File: config.mk
export PLATFORM = sky130hd
export DESIGN_NAME = ula_param
export DESIGN_NICKNAME = d
export VERILOG_FILES = /design/src/rtl/ula_pkg.sv /design/src/rtl/ula_shifter.sv /design/src/rtl/ula_param.sv
export SDC_FILE = /design/constraint.sdc
export NUM_CORES = 1
export LEC_CHECK = 0
export BUFFER_PORTS_ARGS = -buffer_cell sky130_fd_sc_hd__buf_4
export CORE_MARGIN = 4
export CORE_UTILIZATION = 33
export CTS_BUF_LIST = sky130_fd_sc_hd__clkbuf_16
export DETAILED_ROUTE_END_ITERATION = 7
export PLACE_DENSITY = 0.54
export SLEW_MARGIN = 20
export SYNTH_ARGS = -nofsm -noshare
export SYNTH_HDL_FRONTEND = slang
export SYNTH_SLANG_ARGS = --single-unit
File: constraint.sdc
create_clock -name clk -period 2.9 [get_ports clk]
set_input_delay 0.725 -clock clk [delete_from_list [all_inputs] [get_ports clk]]
set_output_delay 0.725 -clock clk [all_outputs]
set_load 0.01 [all_outputs]
File: src/rtl/ula_pkg.sv
// Shared opcode constants and state/mode encodings for the ula_param ALU.
// Optional multiplier support is selected by the ULA_MUL_EN macro.
package ula_pkg;

  localparam logic [3:0] OP_NOT = 4'd0;
  localparam logic [3:0] OP_AND = 4'd1;
  localparam logic [3:0] OP_OR  = 4'd2;
  localparam logic [3:0] OP_XOR = 4'd3;
  localparam logic [3:0] OP_ADD = 4'd4;
  localparam logic [3:0] OP_SUB = 4'd5;
  localparam logic [3:0] OP_SLL = 4'd6;
  localparam logic [3:0] OP_SRL = 4'd7;
  localparam logic [3:0] OP_MUL = 4'd8;

  typedef enum logic [1:0] {
    StIdle = 2'd0,
    StBusy = 2'd1,
    StDone = 2'd2
  } state_t;

  typedef enum logic [1:0] {
    ShSll = 2'd0,
    ShSrl = 2'd1,
    ShMul = 2'd2
  } sh_mode_t;

endpackage

File: src/rtl/ula_shifter.sv
// Iterative datapath: one-bit shifts, or shift-add multiply when ULA_MUL_EN is defined.
// o_result/o_carry present the value after the current step; o_done flags the final step.
module ula_shifter import ula_pkg::*; #(
  parameter int unsigned WIDTH = 8,
  parameter int unsigned CNT_W = $clog2(WIDTH) + 1
) (
  input  logic             i_clk,
  input  logic             i_reset,
  input  logic             i_load,
  input  logic             i_step,
  input  sh_mode_t         i_mode,
  input  logic [WIDTH-1:0] i_a,
`ifdef ULA_MUL_EN
  input  logic [WIDTH-1:0] i_mcand,
`endif
  input  logic [CNT_W-1:0] i_count,
  output logic             o_done,
  output logic [WIDTH-1:0] o_result,
  output logic             o_carry
);

  logic [WIDTH-1:0] r_acc;
  logic [CNT_W-1:0] r_cnt;
  sh_mode_t         r_mode;
  logic [WIDTH-1:0] w_acc_d;
  logic             w_carry;

`ifdef ULA_MUL_EN
  // r_hi:r_acc form the 2*WIDTH product; r_acc starts as the multiplier.
  logic [WIDTH-1:0] r_hi;
  logic [WIDTH-1:0] r_mcand;
  logic [WIDTH-1:0] w_hi_d;
  logic [WIDTH:0]   w_sum;
`endif

  always_comb begin
    w_acc_d = r_acc;
    w_carry = 1'b0;
`ifdef ULA_MUL_EN
    w_hi_d  = r_hi;
    w_sum   = '0;
`endif
    case (r_mode)
      ShSll: begin
        w_carry = r_acc[WIDTH-1];
        w_acc_d = {r_acc[WIDTH-2:0], 1'b0};
      end
      ShSrl: begin
        w_carry = r_acc[0];
        w_acc_d = {1'b0, r_acc[WIDTH-1:1]};
      end
      default: begin
`ifdef ULA_MUL_EN
        w_sum   = {1'b0, r_hi} + (r_acc[0] ? {1'b0, r_mcand} : '0);
        w_hi_d  = w_sum[WIDTH:1];
        w_acc_d = {w_sum[0], r_acc[WIDTH-1:1]};
        w_carry = |w_hi_d;
`endif
      end
    endcase
  end

  always_ff @(posedge i_clk) begin
    if (i_reset) begin
      r_acc  <= '0;
      r_cnt  <= '0;
      r_mode <= ShSll;
`ifdef ULA_MUL_EN
      r_hi    <= '0;
      r_mcand <= '0;
`endif
    end else if (i_load) begin
      r_acc  <= i_a;
      r_cnt  <= i_count;
      r_mode <= i_mode;
`ifdef ULA_MUL_EN
      r_hi    <= '0;
      r_mcand <= i_mcand;
`endif
    end else if (i_step && (r_cnt != '0)) begin
      r_acc <= w_acc_d;
      r_cnt <= r_cnt - CNT_W'(1);
`ifdef ULA_MUL_EN
      r_hi  <= w_hi_d;
`endif
    end
  end

  assign o_done   = (r_cnt == CNT_W'(1));
  assign o_result = w_acc_d;
  assign o_carry  = w_carry;

endmodule

File: src/rtl/ula_param.sv
// Handshaked ALU: single-cycle logic/arith ops, iterative shifts, optional MUL.
// Define ULA_MUL_EN to build the shift-add multiplier for opcode 8.
module ula_param import ula_pkg::*; #(
  parameter int unsigned WIDTH = 8
) (
  input  logic             clk,
  input  logic             reset,
  input  logic             in_valid,
  output logic             in_ready,
  input  logic [3:0]       opcode,
  input  logic [WIDTH-1:0] ra,
  input  logic [WIDTH-1:0] rb,
  output logic             out_valid,
  input  logic             out_ready,
  output logic [WIDTH-1:0] result,
  output logic             carry_out,
  output logic             zero,
  output logic             negative,
  output logic             overflow
);

  localparam int unsigned CNT_W = $clog2(WIDTH) + 1;

  state_t           r_state;
  state_t           w_state_d;
  logic [WIDTH-1:0] r_result;
  logic             r_carry, r_zero, r_neg, r_ovf;

  logic             w_idle, w_busy, w_is_shift, w_iter, w_load_alu, w_load_sh;
  logic [CNT_W-1:0] w_amt, w_count;
  sh_mode_t         w_mode;
  logic [WIDTH:0]   w_sum;
  logic [WIDTH-1:0] w_alu_res, w_sh_res, w_fin_res;
  logic             w_alu_c, w_alu_v, w_sh_c, w_sh_done, w_fin_c, w_fin_v;

  assign w_idle     = (r_state == StIdle);
  assign w_busy     = (r_state == StBusy);
  assign w_is_shift = (opcode == OP_SLL) || (opcode == OP_SRL);
  // Amounts at or beyond WIDTH saturate: WIDTH single-bit shifts already clear the word.
  assign w_amt      = (rb >= WIDTH'(WIDTH)) ? CNT_W'(WIDTH) : CNT_W'(rb);
`ifdef ULA_MUL_EN
  assign w_iter     = (w_is_shift && (w_amt != '0)) || (opcode == OP_MUL);
`else
  assign w_iter     = w_is_shift && (w_amt != '0);
`endif
  assign w_count    = w_is_shift ? w_amt : CNT_W'(WIDTH);
  assign w_mode     = (opcode == OP_SLL) ? ShSll : ((opcode == OP_SRL) ? ShSrl : ShMul);
  assign w_load_alu = w_idle && in_valid && !w_iter;
  assign w_load_sh  = w_busy && w_sh_done;

  always_comb begin
    w_sum     = '0;
    w_alu_res = '0;
    w_alu_c   = 1'b0;
    w_alu_v   = 1'b0;
    case (opcode)
      OP_NOT: w_alu_res = ~ra;
      OP_AND: w_alu_res = ra & rb;
      OP_OR:  w_alu_res = ra | rb;
      OP_XOR: w_alu_res = ra ^ rb;
      OP_ADD: begin
        w_sum     = {1'b0, ra} + {1'b0, rb};
        w_alu_res = w_sum[WIDTH-1:0];
        w_alu_c   = w_sum[WIDTH];
        w_alu_v   = (ra[WIDTH-1] == rb[WIDTH-1]) && (w_sum[WIDTH-1] != ra[WIDTH-1]);
      end
      OP_SUB: begin
        w_sum     = {1'b0, ra} - {1'b0, rb};
        w_alu_res = w_sum[WIDTH-1:0];
        w_alu_c   = w_sum[WIDTH];
        w_alu_v   = (ra[WIDTH-1] != rb[WIDTH-1]) && (w_sum[WIDTH-1] != ra[WIDTH-1]);
      end
      // Only zero-amount shifts reach this path.
      OP_SLL, OP_SRL: w_alu_res = ra;
      default: w_alu_res = '0;
    endcase
  end

  ula_shifter #(
    .WIDTH (WIDTH),
    .CNT_W (CNT_W)
  ) u_shifter (
    .i_clk    (clk),
    .i_reset  (reset),
    .i_load   (w_idle && in_valid && w_iter),
    .i_step   (w_busy),
    .i_mode   (w_mode),
`ifdef ULA_MUL_EN
    .i_a      ((opcode == OP_MUL) ? rb : ra),
    .i_mcand  (ra),
`else
    .i_a      (ra),
`endif
    .i_count  (w_count),
    .o_done   (w_sh_done),
    .o_result (w_sh_res),
    .o_carry  (w_sh_c)
  );

  assign w_fin_res = w_load_sh ? w_sh_res : w_alu_res;
  assign w_fin_c   = w_load_sh ? w_sh_c   : w_alu_c;
  assign w_fin_v   = w_load_sh ? 1'b0     : w_alu_v;

  always_ff @(posedge clk) begin
    if (reset) begin
      r_state <= StIdle;
    end else begin
      r_state <= w_state_d;
    end
  end

  always_comb begin
    w_state_d = r_state;
    case (r_state)
      StIdle:  if (in_valid) w_state_d = w_iter ? StBusy : StDone;
      StBusy:  if (w_sh_done) w_state_d = StDone;
      StDone:  if (out_ready) w_state_d = StIdle;
      default: w_state_d = StIdle;
    endcase
  end

  always_comb begin
    in_ready  = (r_state == StIdle);
    out_valid = (r_state == StDone);
  end

  always_ff @(posedge clk) begin
    if (reset) begin
      r_result <= '0;
      r_carry  <= 1'b0;
      r_zero   <= 1'b0;
      r_neg    <= 1'b0;
      r_ovf    <= 1'b0;
    end else if (w_load_alu || w_load_sh) begin
      r_result <= w_fin_res;
      r_carry  <= w_fin_c;
      r_zero   <= (w_fin_res == '0);
      r_neg    <= w_fin_res[WIDTH-1];
      r_ovf    <= w_fin_v;
    end
  end

  assign result    = r_result;
  assign carry_out = r_carry;
  assign zero      = r_zero;
  assign negative  = r_neg;
  assign overflow  = r_ovf;

endmodule

==> results.yml <==
setup_path:
  criticalPathCategory: "primary input to flip-flop"
  worst_r2r_path_depth: 8
  rrSetupSlack_ns: 0.58
  worstReg2RegEnd: "zero"
  cp_max_fo: 3
  end_kind: "flip-flop"
  critical_path.n_buffers_inverters: 2
  cpPeakStageDelay_ns: 0.51
  critical_path.cell_chain: "buf_4, inv_1, ha_2, fa_2, or2_4, a211oi_4, nor4_1, o21ai_1, a41oi_2, or4b_1, o32ai_1"
  crit_path_start_kind: "primary input"
  cp.arrival_ns: 2.97
  timing.critical_path.max_delay_family: "simple AND/OR/NAND/NOR gates"
  r2r_start: "u_shifter.r_cnt[1]"
  critPathSlowestCell: "sky130_fd_sc_hd__or4b_1"
  worstPathRequired_ns: 3.08
timing:
  hold_slack_ns: 0.477
  fin_ws_ns: 0.105
  finalMaxSlewViolations: 0
  timing_worst_slew_pin_value_ns: 0.622
  clock.fmax_mhz: 358
  finalClockSkew_ns: 0.00294
  period_share_pct: 96.4
  slew_headroom_pct: 58.4
  setup_violations: 0
  timing.final.crit_period_ns: 2.79
  final-hold-violation-count: 0
synth:
  library_cell_with_the_largest_summed_area_after_synthesis: "sky130_fd_sc_hd__dfxtp_1"
  share_of_synthesized_registers_carrying_an_async_set_or_reset_pct: 0
  syn-num-nets: 453
  synth-main-ff-cell: "sky130_fd_sc_hd__dfxtp_1"
  ys_ff_latch: 27
  ys_warn_count: 0
  synthesis.instances: 401
  synth-edff-count: 0
  synthDominantCellAreaShare_pct: 18.5
  ys_types: 63
  post_synth_main_area_contributors: "sky130_fd_sc_hd__dfxtp_1 19%, sky130_fd_sc_hd__ha_1 11%, sky130_fd_sc_hd__mux2i_1 6.2%"
  register_area_share_after_synthesis_pct: 18.5
  synth.cell_area_mm2: 0.00292
  yosys.cell_count.top_type: "sky130_fd_sc_hd__nor2_1"
  synth_area_per_cell_um2: 7.27
  synth.cells.most_frequent: "48 x sky130_fd_sc_hd__nor2_1, 29 x sky130_fd_sc_hd__inv_1, 28 x sky130_fd_sc_hd__a21oi_1"
floorplanning:
  floorplan.core_area_mm2: 0.00868
  chipWidth_um: 102
  ios: 38
  fp.dieH_um: 102
  placementRows: 34
  initial_utilization_pct: 33.6
  die_area_mm2: 0.0104
clock_network:
  clk-insertion-delay-late_ns: 0.26
  ctsRootBufferMaster: "sky130_fd_sc_hd__clkbuf_16"
  cts_tree: "built"
  clock_tree.htree_level_count: 1
  cts_inserted_buffers: 3
  clock_path_buffers: 2
  post_cts.repair.setup_buffers: 0
  clock_sink_count: 27
  clk_pin_slew_ns: 0.07
route:
  top_signal_layer_used: "met4"
  detail_route.wirelength.met1_um: 4590
  wirelength_um: 9750
  avgRoutedWirePerCell_um: 16.4
  detailroute.wirelength.met2_um: 4530
  vias: 3212
  detailedRoute.firstIterationViolations: 151
  detail-route-antenna-nets: 0
  metal3_wl_um: 375
  drt_drc_violations_left: 0
  routed_via_density: 5.40
  drt_pass1_iterations: 4
flow_run:
  max_cap_violations: 0
cells_and_area:
  area_delta_synth_final_pct: 33.8
  finalCoreUtilization_pct: 45.0
  fin_area_mm2: 0.00390
  antenna_cells: 0
  final_nets: 540
  final_layout_size_suffix_gt1_share_pct: 26.9
power:
  power_leakage_uw: 0.00173
  power.density_mw_per_mm2: 308
  fin_total_pwr_uw: 1200
  vdd_drop_max_v: 0.000192
grt:
  grt_start_max_net_pins: 29
  number_of_global_route_vias_before_repair: 3059
  number_of_antenna_violations_at_the_first_check_in_global_routing: 0
  grt.total_usage_pct: 19.0
  grt_overflow_total: 0
  grt_first_pass_wirelength_um: 15700
worst_hold_path:
  hold_class: "flip-flop to flip-flop"
  min_from: "r_state[1]"
  min_to: "r_state[0]"
  min_path_cells: 1
place:
  port_buffers: 37
  dp_worst_setup_slack_ns: -0.259
  gp_congestion: 0.937
  detailedPlacementHpwl_um: 7950
  postPlaceCellArea_mm2: 0.00376
run_status:
  run_status: "completed"
## report_power, final
| part | internal [uW] | total, uW | switching, uW |
|---|---|---|---|
| combinational | 236 | 491 | 255 |
| clock | 185 | 313 | 128 |
| sequential | 387 | 400 | 12.5 |
| total | 808 | 1200 | 395 |
## worst register-to-register path: cells and delay by family (launching register included)
family	cells	cell delay (ns)
adders and majority gates	1	0.20
and+or+nand+nor	2	0.78
buffers and inverters	1	0.07
DFF	1	0.35
AOI/OAI and AO/OA	4	0.84
## layout by cell type (no fill, tap or decap), types with 3 or more instances in the layout
cell and count:
sky130_fd_sc_hd__o211ai_1 3, sky130_fd_sc_hd__o22ai_1 4, sky130_fd_sc_hd__and3_1 3, sky130_fd_sc_hd__ha_1 24
sky130_fd_sc_hd__o21bai_1 3, sky130_fd_sc_hd__and3b_1 3, sky130_fd_sc_hd__nor2b_1 11, sky130_fd_sc_hd__mux2i_1 18
sky130_fd_sc_hd__nand3_1 9, sky130_fd_sc_hd__nor3_1 9, sky130_fd_sc_hd__nand2b_1 8, sky130_fd_sc_hd__inv_1 30
sky130_fd_sc_hd__clkbuf_16 3, sky130_fd_sc_hd__nand2_1 27, sky130_fd_sc_hd__nor4_1 6, sky130_fd_sc_hd__a22oi_1 4
sky130_fd_sc_hd__a31oi_1 7, sky130_fd_sc_hd__dfxtp_1 27, sky130_fd_sc_hd__nor2_1 48, sky130_fd_sc_hd__a211oi_1 19
sky130_fd_sc_hd__buf_4 108, sky130_fd_sc_hd__nor3b_1 3, sky130_fd_sc_hd__o21ai_1 3, sky130_fd_sc_hd__a21oi_1 27
sky130_fd_sc_hd__xnor2_1 3, sky130_fd_sc_hd__a221oi_1 3, sky130_fd_sc_hd__o21ai_0 20
## metrics by stage
stage | cells | setup TNS [ns]
floorplan | 401 | 0
global placement | 591 | -0.395
detailed placement | 591 | -0.433
CTS | 595 | 0
global route | 595 | -0.0465
finish | 595 | 0
## state kept, by name, indices dropped and copies added (netlist names)
signal,flops
result,8
u_shifter.r_acc,8
zero,1
overflow,1
r_state,2
carry_out,1
u_shifter.r_mode,2
u_shifter.r_cnt,4
## cells by family (layout without fill, tap and decap cells)
family	count (synthesis)	in the layout	synth area share, %
adder cells (fa/ha/maj)	28	28	12.5
flip-flops	27	27	18.5
buffers and inverters	56	142	8.15
AO/OA/AOI/OAI	121	121	27.5
multiplexers	19	19	6.56
AND/OR/NAND/NOR	145	145	25.2
XOR/XNOR	5	5	1.50
## area by class of cell
class / instances / area (um^2)
Timing Repair Buffer: 109 / 831
Sequential cell: 27 / 541
Clock inverter: 1 / 3.75
Clock buffer: 3 / 75.1
Multi-Input combinational cell: 318 / 2210
Inverter: 29 / 109
Fill cell: 916 / 4780
Tap cell: 108 / 135
## layer usage
layer / GRT usage (%) / up-vias
met4: 6.16 / 0
met2: 30.3 / 63
met1: 27.2 / 1506
met5: 0 / -
met3: 1.37 / 20
li1: - / 1623
## repair_timing
item,4_1_cts,5_1_grt
setup endpoints to repair,1,2
gates resized for setup,1,13
pin swaps,1,7
hold buffers,0,0
## how the worst max path moves through the flow
stage                     slack (ns)    to  depth (start not counted)  startpoint
after detailed placement       -0.26  zero                         11       ra[0]
after global routing           -0.05  zero                         11       ra[0]
after global placement         -0.25  zero                          9       ra[0]
after CTS                      0.008  zero                          9       ra[0]
after floorplan                0.009  zero                         10       ra[0]
final                           0.11  zero                         11       ra[0]
(Power assumes the default switching activity.)
